==> config.mk <==
export PLATFORM = sky130hd
export DESIGN_NAME = iob_2p_mem_fifo_ctrl
export DESIGN_NICKNAME = d
export VERILOG_FILES = /design/src/rtl/iob_2p_mem_fifo_ctrl.sv
export SDC_FILE = /design/constraint.sdc
export NUM_CORES = 1
export LEC_CHECK = 0
export ABC_AREA = 0
export ABC_CLOCK_PERIOD_IN_PS = 2200
export CORE_MARGIN = 3
export CORE_UTILIZATION = 43
export CTS_BUF_LIST = sky130_fd_sc_hd__clkbuf_4 sky130_fd_sc_hd__clkbuf_8
export CTS_CLUSTER_SIZE = 10
export DETAILED_ROUTE_END_ITERATION = 8
export PLACE_DENSITY = 0.95
export SYNTH_ARGS = -nofsm -noshare
export SYNTH_HDL_FRONTEND = slang
export SYNTH_SLANG_ARGS = --single-unit
==> constraint.sdc <==
create_clock -name clk -period 2.2 [get_ports clk]
set_input_delay 0.44 -clock clk [delete_from_list [all_inputs] [get_ports clk]]
set_output_delay 0.44 -clock clk [all_outputs]
set_load 0.03 [all_outputs]
==> src/rtl/iob_2p_mem_fifo_ctrl.sv <==
// ---------------------------------------------------------------------------
// iob_2p_mem_fifo_ctrl
//
// Synchronous FIFO controller that sequences one external two-port memory
// (one write port, one registered read port). The controller owns the
// read/write pointers and the occupancy level. It drives every memory
// strobe and address. It presents a push/pop interface to a producer and a
// consumer that share one clock.
//
// Ports
//   clk, rst_n      clock (rising edge) and synchronous active-low reset
//   push, w_data    producer write request and data
//   pop             consumer read request
//   r_data, r_valid read data (zero unless r_valid) one cycle after a pop
//   full, empty     level == depth / level == 0
//   almost_full     level >= AFULL_TH
//   almost_empty    level <= AEMPTY_TH
//   level           occupancy 0..depth
//   overflow        sticky: push attempted while full
//   underflow       sticky: pop attempted while empty
//   err_clr         clears overflow/underflow
//   mem_*           memory write/read port control, address and data
// ---------------------------------------------------------------------------
module iob_2p_mem_fifo_ctrl #(
    parameter int DATA_W    = 8,
    parameter int ADDR_W    = 6,
    parameter int AFULL_TH  = 56,
    parameter int AEMPTY_TH = 8
) (
    input  logic              clk,
    input  logic              rst_n,
    input  logic              push,
    input  logic [DATA_W-1:0] w_data,
    input  logic              pop,
    output logic [DATA_W-1:0] r_data,
    output logic              r_valid,
    output logic              full,
    output logic              empty,
    output logic              almost_full,
    output logic              almost_empty,
    output logic [ADDR_W:0]   level,
    output logic              overflow,
    output logic              underflow,
    input  logic              err_clr,
    output logic              mem_w_en,
    output logic              mem_w_port_en,
    output logic [ADDR_W-1:0] mem_w_addr,
    output logic [DATA_W-1:0] mem_data_in,
    output logic              mem_r_port_en,
    output logic [ADDR_W-1:0] mem_r_addr,
    input  logic [DATA_W-1:0] mem_data_out
);

    localparam logic [ADDR_W:0] DEPTH_LVL  = {1'b1, {ADDR_W{1'b0}}};
    localparam logic [ADDR_W:0] AFULL_LVL  = (ADDR_W+1)'(AFULL_TH);
    localparam logic [ADDR_W:0] AEMPTY_LVL = (ADDR_W+1)'(AEMPTY_TH);

    logic [ADDR_W-1:0] r_wr_ptr;
    logic [ADDR_W-1:0] r_rd_ptr;
    logic [ADDR_W:0]   r_level;
    logic              r_full;
    logic              r_empty;
    logic              r_afull;
    logic              r_aempty;
    logic              r_rvalid;
    logic              r_overflow;
    logic              r_underflow;

    logic              w_push_acc;
    logic              w_pop_acc;
    logic [ADDR_W:0]   w_level_nxt;

    // Acceptance uses only the registered (pre-edge) flags. Reset masks the
    // strobes so that no memory access starts in a reset cycle.
    assign w_push_acc = rst_n && push && !r_full;
    assign w_pop_acc  = rst_n && pop  && !r_empty;

    // NOTE: every variable assigned in always_comb gets a default first, so
    // no path can leave it unassigned and infer a latch.
    always_comb begin
        w_level_nxt = r_level;
        if (w_push_acc && !w_pop_acc) begin
            w_level_nxt = r_level + (ADDR_W+1)'(1);
        end else if (w_pop_acc && !w_push_acc) begin
            w_level_nxt = r_level - (ADDR_W+1)'(1);
        end
    end

    // NOTE: sequential state uses non-blocking assignments only. Then every
    // register samples the pre-edge values, whatever the statement order.
    always_ff @(posedge clk) begin
        if (!rst_n) begin
            r_wr_ptr    <= '0;
            r_rd_ptr    <= '0;
            r_level     <= '0;
            r_full      <= 1'b0;
            r_empty     <= 1'b1;
            r_afull     <= 1'b0;
            r_aempty    <= 1'b1;
            r_rvalid    <= 1'b0;
            r_overflow  <= 1'b0;
            r_underflow <= 1'b0;
        end else begin
            // Pointers wrap naturally at 2**ADDR_W. Full/empty come from
            // level, so pointer equality never needs to be disambiguated.
            if (w_push_acc) r_wr_ptr <= r_wr_ptr + ADDR_W'(1);
            if (w_pop_acc)  r_rd_ptr <= r_rd_ptr + ADDR_W'(1);

            // Flags are computed from the next level. They therefore change
            // in the same cycle as level.
            r_level  <= w_level_nxt;
            r_full   <= (w_level_nxt == DEPTH_LVL);
            r_empty  <= (w_level_nxt == '0);
            r_afull  <= (w_level_nxt >= AFULL_LVL);
            r_aempty <= (w_level_nxt <= AEMPTY_LVL);

            // The memory read port is registered. Its data therefore lines up
            // with this flag one cycle after the pop.
            r_rvalid <= w_pop_acc;

            // A new error in the same cycle takes priority over err_clr.
            if (push && r_full)     r_overflow  <= 1'b1;
            else if (err_clr)       r_overflow  <= 1'b0;
            if (pop && r_empty)     r_underflow <= 1'b1;
            else if (err_clr)       r_underflow <= 1'b0;
        end
    end

    // NOTE: the memory array lives outside this block and is never reset.
    // Only the control state above is reset, and stale words are unreachable
    // because level returns to zero.
    assign mem_w_en      = w_push_acc;
    assign mem_w_port_en = w_push_acc;
    assign mem_w_addr    = r_wr_ptr;
    assign mem_data_in   = w_data;
    assign mem_r_port_en = w_pop_acc;
    assign mem_r_addr    = r_rd_ptr;

    // The memory drives Z while its read port is idle. Gating keeps that Z
    // off the consumer bus.
    assign r_data       = r_rvalid ? mem_data_out : '0;
    assign r_valid      = r_rvalid;
    assign full         = r_full;
    assign empty        = r_empty;
    assign almost_full  = r_afull;
    assign almost_empty = r_aempty;
    assign level        = r_level;
    assign overflow     = r_overflow;
    assign underflow    = r_underflow;

endmodule
# Word level (Yosys, flattened, before mapping)
# Cells that the tools add are included.
# op_classes
n_addsub,4
order_cmp,2
n_eq_ne,1
muxes,6
n_reduce_logical,15
# op_table
op,count
7-bit two-way mux,2
6-bit by 1-bit adder with 6-bit output (second input constant),2
1-bit logical AND,8
8-bit two-way mux,1
7-bit by 1-bit adder with 7-bit output (second input constant),1
7-bit == test (second input constant),1
7-bit by 6-bit >= comparator with 1-bit output (second input constant),1
7-bit by 4-bit <= comparator with 1-bit output (second input constant),1
7-bit logical NOT,1
7-bit by 1-bit subtractor with 7-bit output (second input constant),1
1-bit logical NOT,4
2-bit nonzero test,2
1-bit two-way mux,3
# word_totals
reg_bits,26
in_bits,21

# Longest topological paths before layout
# logic_depth
word_depth,7
mapped_depth,8

# Worst setup path before layout
# No wires, ideal clock.
# synth_timing
kind,input port to output port
startpoint,in rst_n
endpoint,out mem_w_port_en
t_arrival_ns,1.790
t_required_ns,1.760
setup_slack_ns,-0.030
cell_stages,6
path_buffers,4
cell_sequence,buf_2 > inv_1 > clkbuf_1 > buf_1 > nor2_1 > buf_4
# synth_via
elab_chain_cells,2
# synth_lines
element,line_no,text
"start, declared",31,"input logic rst_n,"
1-bit logical AND (2 in a row),75,assign w_push_acc = rst_n && push && !r_full;
"end, declared",46,"output logic mem_w_port_en,"
# No other way between the ends.

# Final worst setup path
# layout_timing
startpoint,in rst_n
endpoint,reg r_aempty (netlist: almost_empty)
# layout_via
elab_chain_cells,7
# layout_lines
element,line_no,text
1-bit logical AND (2 in a row),75,
1-bit logical NOT,84,end else if (w_pop_acc && !w_push_acc) begin
1-bit logical AND,84,
7-bit two-way mux,84,
7-bit two-way mux,82,if (w_push_acc && !w_pop_acc) begin
7-bit by 4-bit <= comparator with 1-bit output,115,r_aempty <= (w_level_nxt <= AEMPTY_LVL);
"end signal, assigned",115,
"end, declared",64,logic r_aempty;
# Several ways; a longest one is shown, not always the timed one.
# A chain may end at the register's enable or synchronous reset.

==> reports/metrics.yaml <==
status: "complete, but fails checks"
violations: "setup timing"
maxSlewViolCount: 0
clock-sinks: 26
period_share_pct: 101
p_switching_uw: 520
skew_ns: 0.00867
n_antenna_cell: 0
grt_pass1_vias: 1298
routedWlPerCell_um: 13.5
yosys.area_share.xor_xnor_pct: 7.95
die_height_um: 64.0
hold_violations: 0
start_kind: "primary input"
maxSlewHeadroom_pct: 64.5
ys.flop_type: "dfxtp_1"
ys_warn_count: 0
drt_pass1_iterations: 4
crit_type: "in2reg"
dieArea_um2: 4100
synth_edf_count: 0
crit_required_ns: 2.42
drc: 0
tightest_slew_ns: 0.525
synth_cell_types: 43
synth-adder-area-share_pct: 3.46
ff_latch_area_um2: 522
syn-num-nets: 189
hpwl_um: 2730
p_int_uw: 985
nFillCells: 246
synth_area_per_cell_um2: 8.83
synth_compound_area_share_pct: 11.4
grt_max_degree: 16
area_growth_pct: 41.0
initial_core_util_pct: 46.3
drtIter0Drc: 90
antenna_found_initial: 0
core_area_um2: 3130
viasPerCell: 5.35
grt_use_total_pct: 17.4
combPwrFrac_pct: 39.9
grt_pass1_wl_um: 5800
routabilityCongestion: 0.956
min_period_ns: 2.23
yosys.area_share.simple_pct: 31.0
post_cts_buffers: 0
layout_common_cells: "46 x clkdlybuf4s50_1, 25 x dfxtp_1, 17 x nor2_1, 17 x buf_4, 11 x nand2_1"
gr-total-overflow: 0
ctsHtreeMaxLevel: 1
io_buffers: 49
fin_ws_ns: -0.0259
layout_commonest_cell: "clkdlybuf4s50_1"
cts.clk_slew.worst_paths_ns: 0.14
min-delay-path-class: "reg2reg"
ys_seq_area_share_pct: 36.0
fmax_mhz: 449
antenna_left: 0
vdd_drop_max_v: 0.000432
die_x_um: 64.0
max-clock-path-buffers: 2
root_buffer: "clkbuf_4"
multiInputGateArea_um2: 797
ys_seq_elements: 26
drv_cap: 0
syn_inst: 164
swShare_pct: 34.5
ioPinCount: 66
async_flop_share_pct: 0
pwr-share-clk_pct: 21.4
powerDensity_nw_per_um2: 738
cts_tree: "built"
syn_area_um2: 1450
critPathMaxFanout: 3
cts_hold_buf: 0
synth_top_family_by_area: "simple AND/OR/NAND/NOR gates"
cts-resized-gates: 0
numCtsBuffers: 3
num_rows: 20
routed_wl_um: 3520
whs_ns: 0.505
synth_mux_area_share_pct: 0
vias: 1391
fin_nets: 242
p_leak_nw: 0.805
power_frac_seq_pct: 38.7
end_kind: "register"
setup_viol: 1
finalPower_mw: 1.51
cp.arrival_ns: 2.44
clkLatencyLatePin_ns: 0.31
layout-drive-gt1-share_pct: 16.7
-- power by group through the flow --
stage | clock network [mW] | logic, mW | registers [mW]
2_1_floorplan | 0 | 0.332 | 0.667
3_3_place_gp | 0 | 0.574 | 0.588
3_5_place_dp | 0 | 0.590 | 0.590
4_1_cts | 0.333 | 0.594 | 0.580
5_1_grt | 0.353 | 0.642 | 0.594
6_report | 0.322 | 0.601 | 0.582
-- layer usage --
| layer | GRT usage [%] | part of all wire [%] |
|---|---|---|
| met1 | 20.7 | 41 |
| met2 | 29.3 | 48 |
| met3 | 4.57 | 8.5 |
| met4 | 7.55 | 3.2 |
| met5 | 0 | 0 |
-- cells by family after synthesis --
group / after synthesis
adder cells (fa/ha/maj): 4
AND/OR/NAND/NOR: 79
buffers and inverters: 23
AO/OA/AOI/OAI: 21
XOR/XNOR: 11
flip-flops: 26
-- critical path: stages --
cell and delay, ns:
clkdlybuf4s50_1 0.48, nor3b_1 0.36, nor4b_1 0.50, or3_1 0.24, o2bb2a_4 0.17, o221a_2 0.25
-- synthesized netlist by cell type, types with 2 or more instances --
library cell  instances  area (um2)
dfxtp_1              26         521
a21oi_1               3        15.0
nand3_1               5        25.0
nor4_1                5        31.3
and2_1               10        62.6
nand2b_1              3        18.8
buf_4                 9        67.6
xor2_1                6        52.6
inv_1                 7        26.3
buf_2                 3        15.0
ha_1                  4        50.1
nand4_1               4        25.0
nor2_1               18        67.6
o21ai_0               4        20.0
xnor2_1               4        35.0
nand2_1              11        41.3
nor3_1                6        30.0
a22oi_1               3        22.5
and3_1                3        18.8
or3_4                 2        22.5
or3_1                 4        25.0
o211ai_1              2        15.0
o21a_1                2        15.0
-- sequential cells by signal, indices dropped and copies added, names as in the netlist --
register and flops:
level 7, mem_r_addr 6, mem_w_addr 6, almost_empty 1
almost_full 1, empty 1, full 1, overflow 1
r_valid 1, underflow 1
-- path summary, 6_finish.rpt --
path	start	to	slack (ns)	cells past startpoint
worst max-delay path	rst_n	almost_empty$_SDFF_PN1_	-0.03	6
worst min-delay path	mem_r_addr[1]$_SDFFE_PN0P_	mem_r_addr[1]$_SDFFE_PN0P_	0.50	2
worst max register to register	level[2]$_SDFF_PN0_	almost_empty$_SDFF_PN1_	0.14	5
worst min register to register	mem_r_addr[1]$_SDFFE_PN0P_	mem_r_addr[1]$_SDFFE_PN0P_	0.50	2
-- metrics by stage --
stage	instances	area (um2)	utilization (%)	worst slack (ns)	TNS, ns
6_report	260	2040	65.2	-0.0259	-0.0259
5_1_grt	260	2040	65.2	-0.0712	-0.193
4_1_cts	259	2020	64.7	0.0811	0
3_5_place_dp	255	1970	63.0	-0.202	-0.746
3_3_place_gp	255	1970	63.0	-0.168	-0.522
2_1_floorplan	164	1450	-	0.134	0
-- area by class of cell --
type                            count  area share, %
Inverter                            7           1.29
Multi-Input combinational cell    116           39.1
Sequential cell                    26           25.6
Tap cell                           44           2.70
Timing Repair Buffer               63           28.8
Clock inverter                      1           1.47
Clock buffer                        3           1.10
No activity file was read; power rests on OpenSTA's default activity.
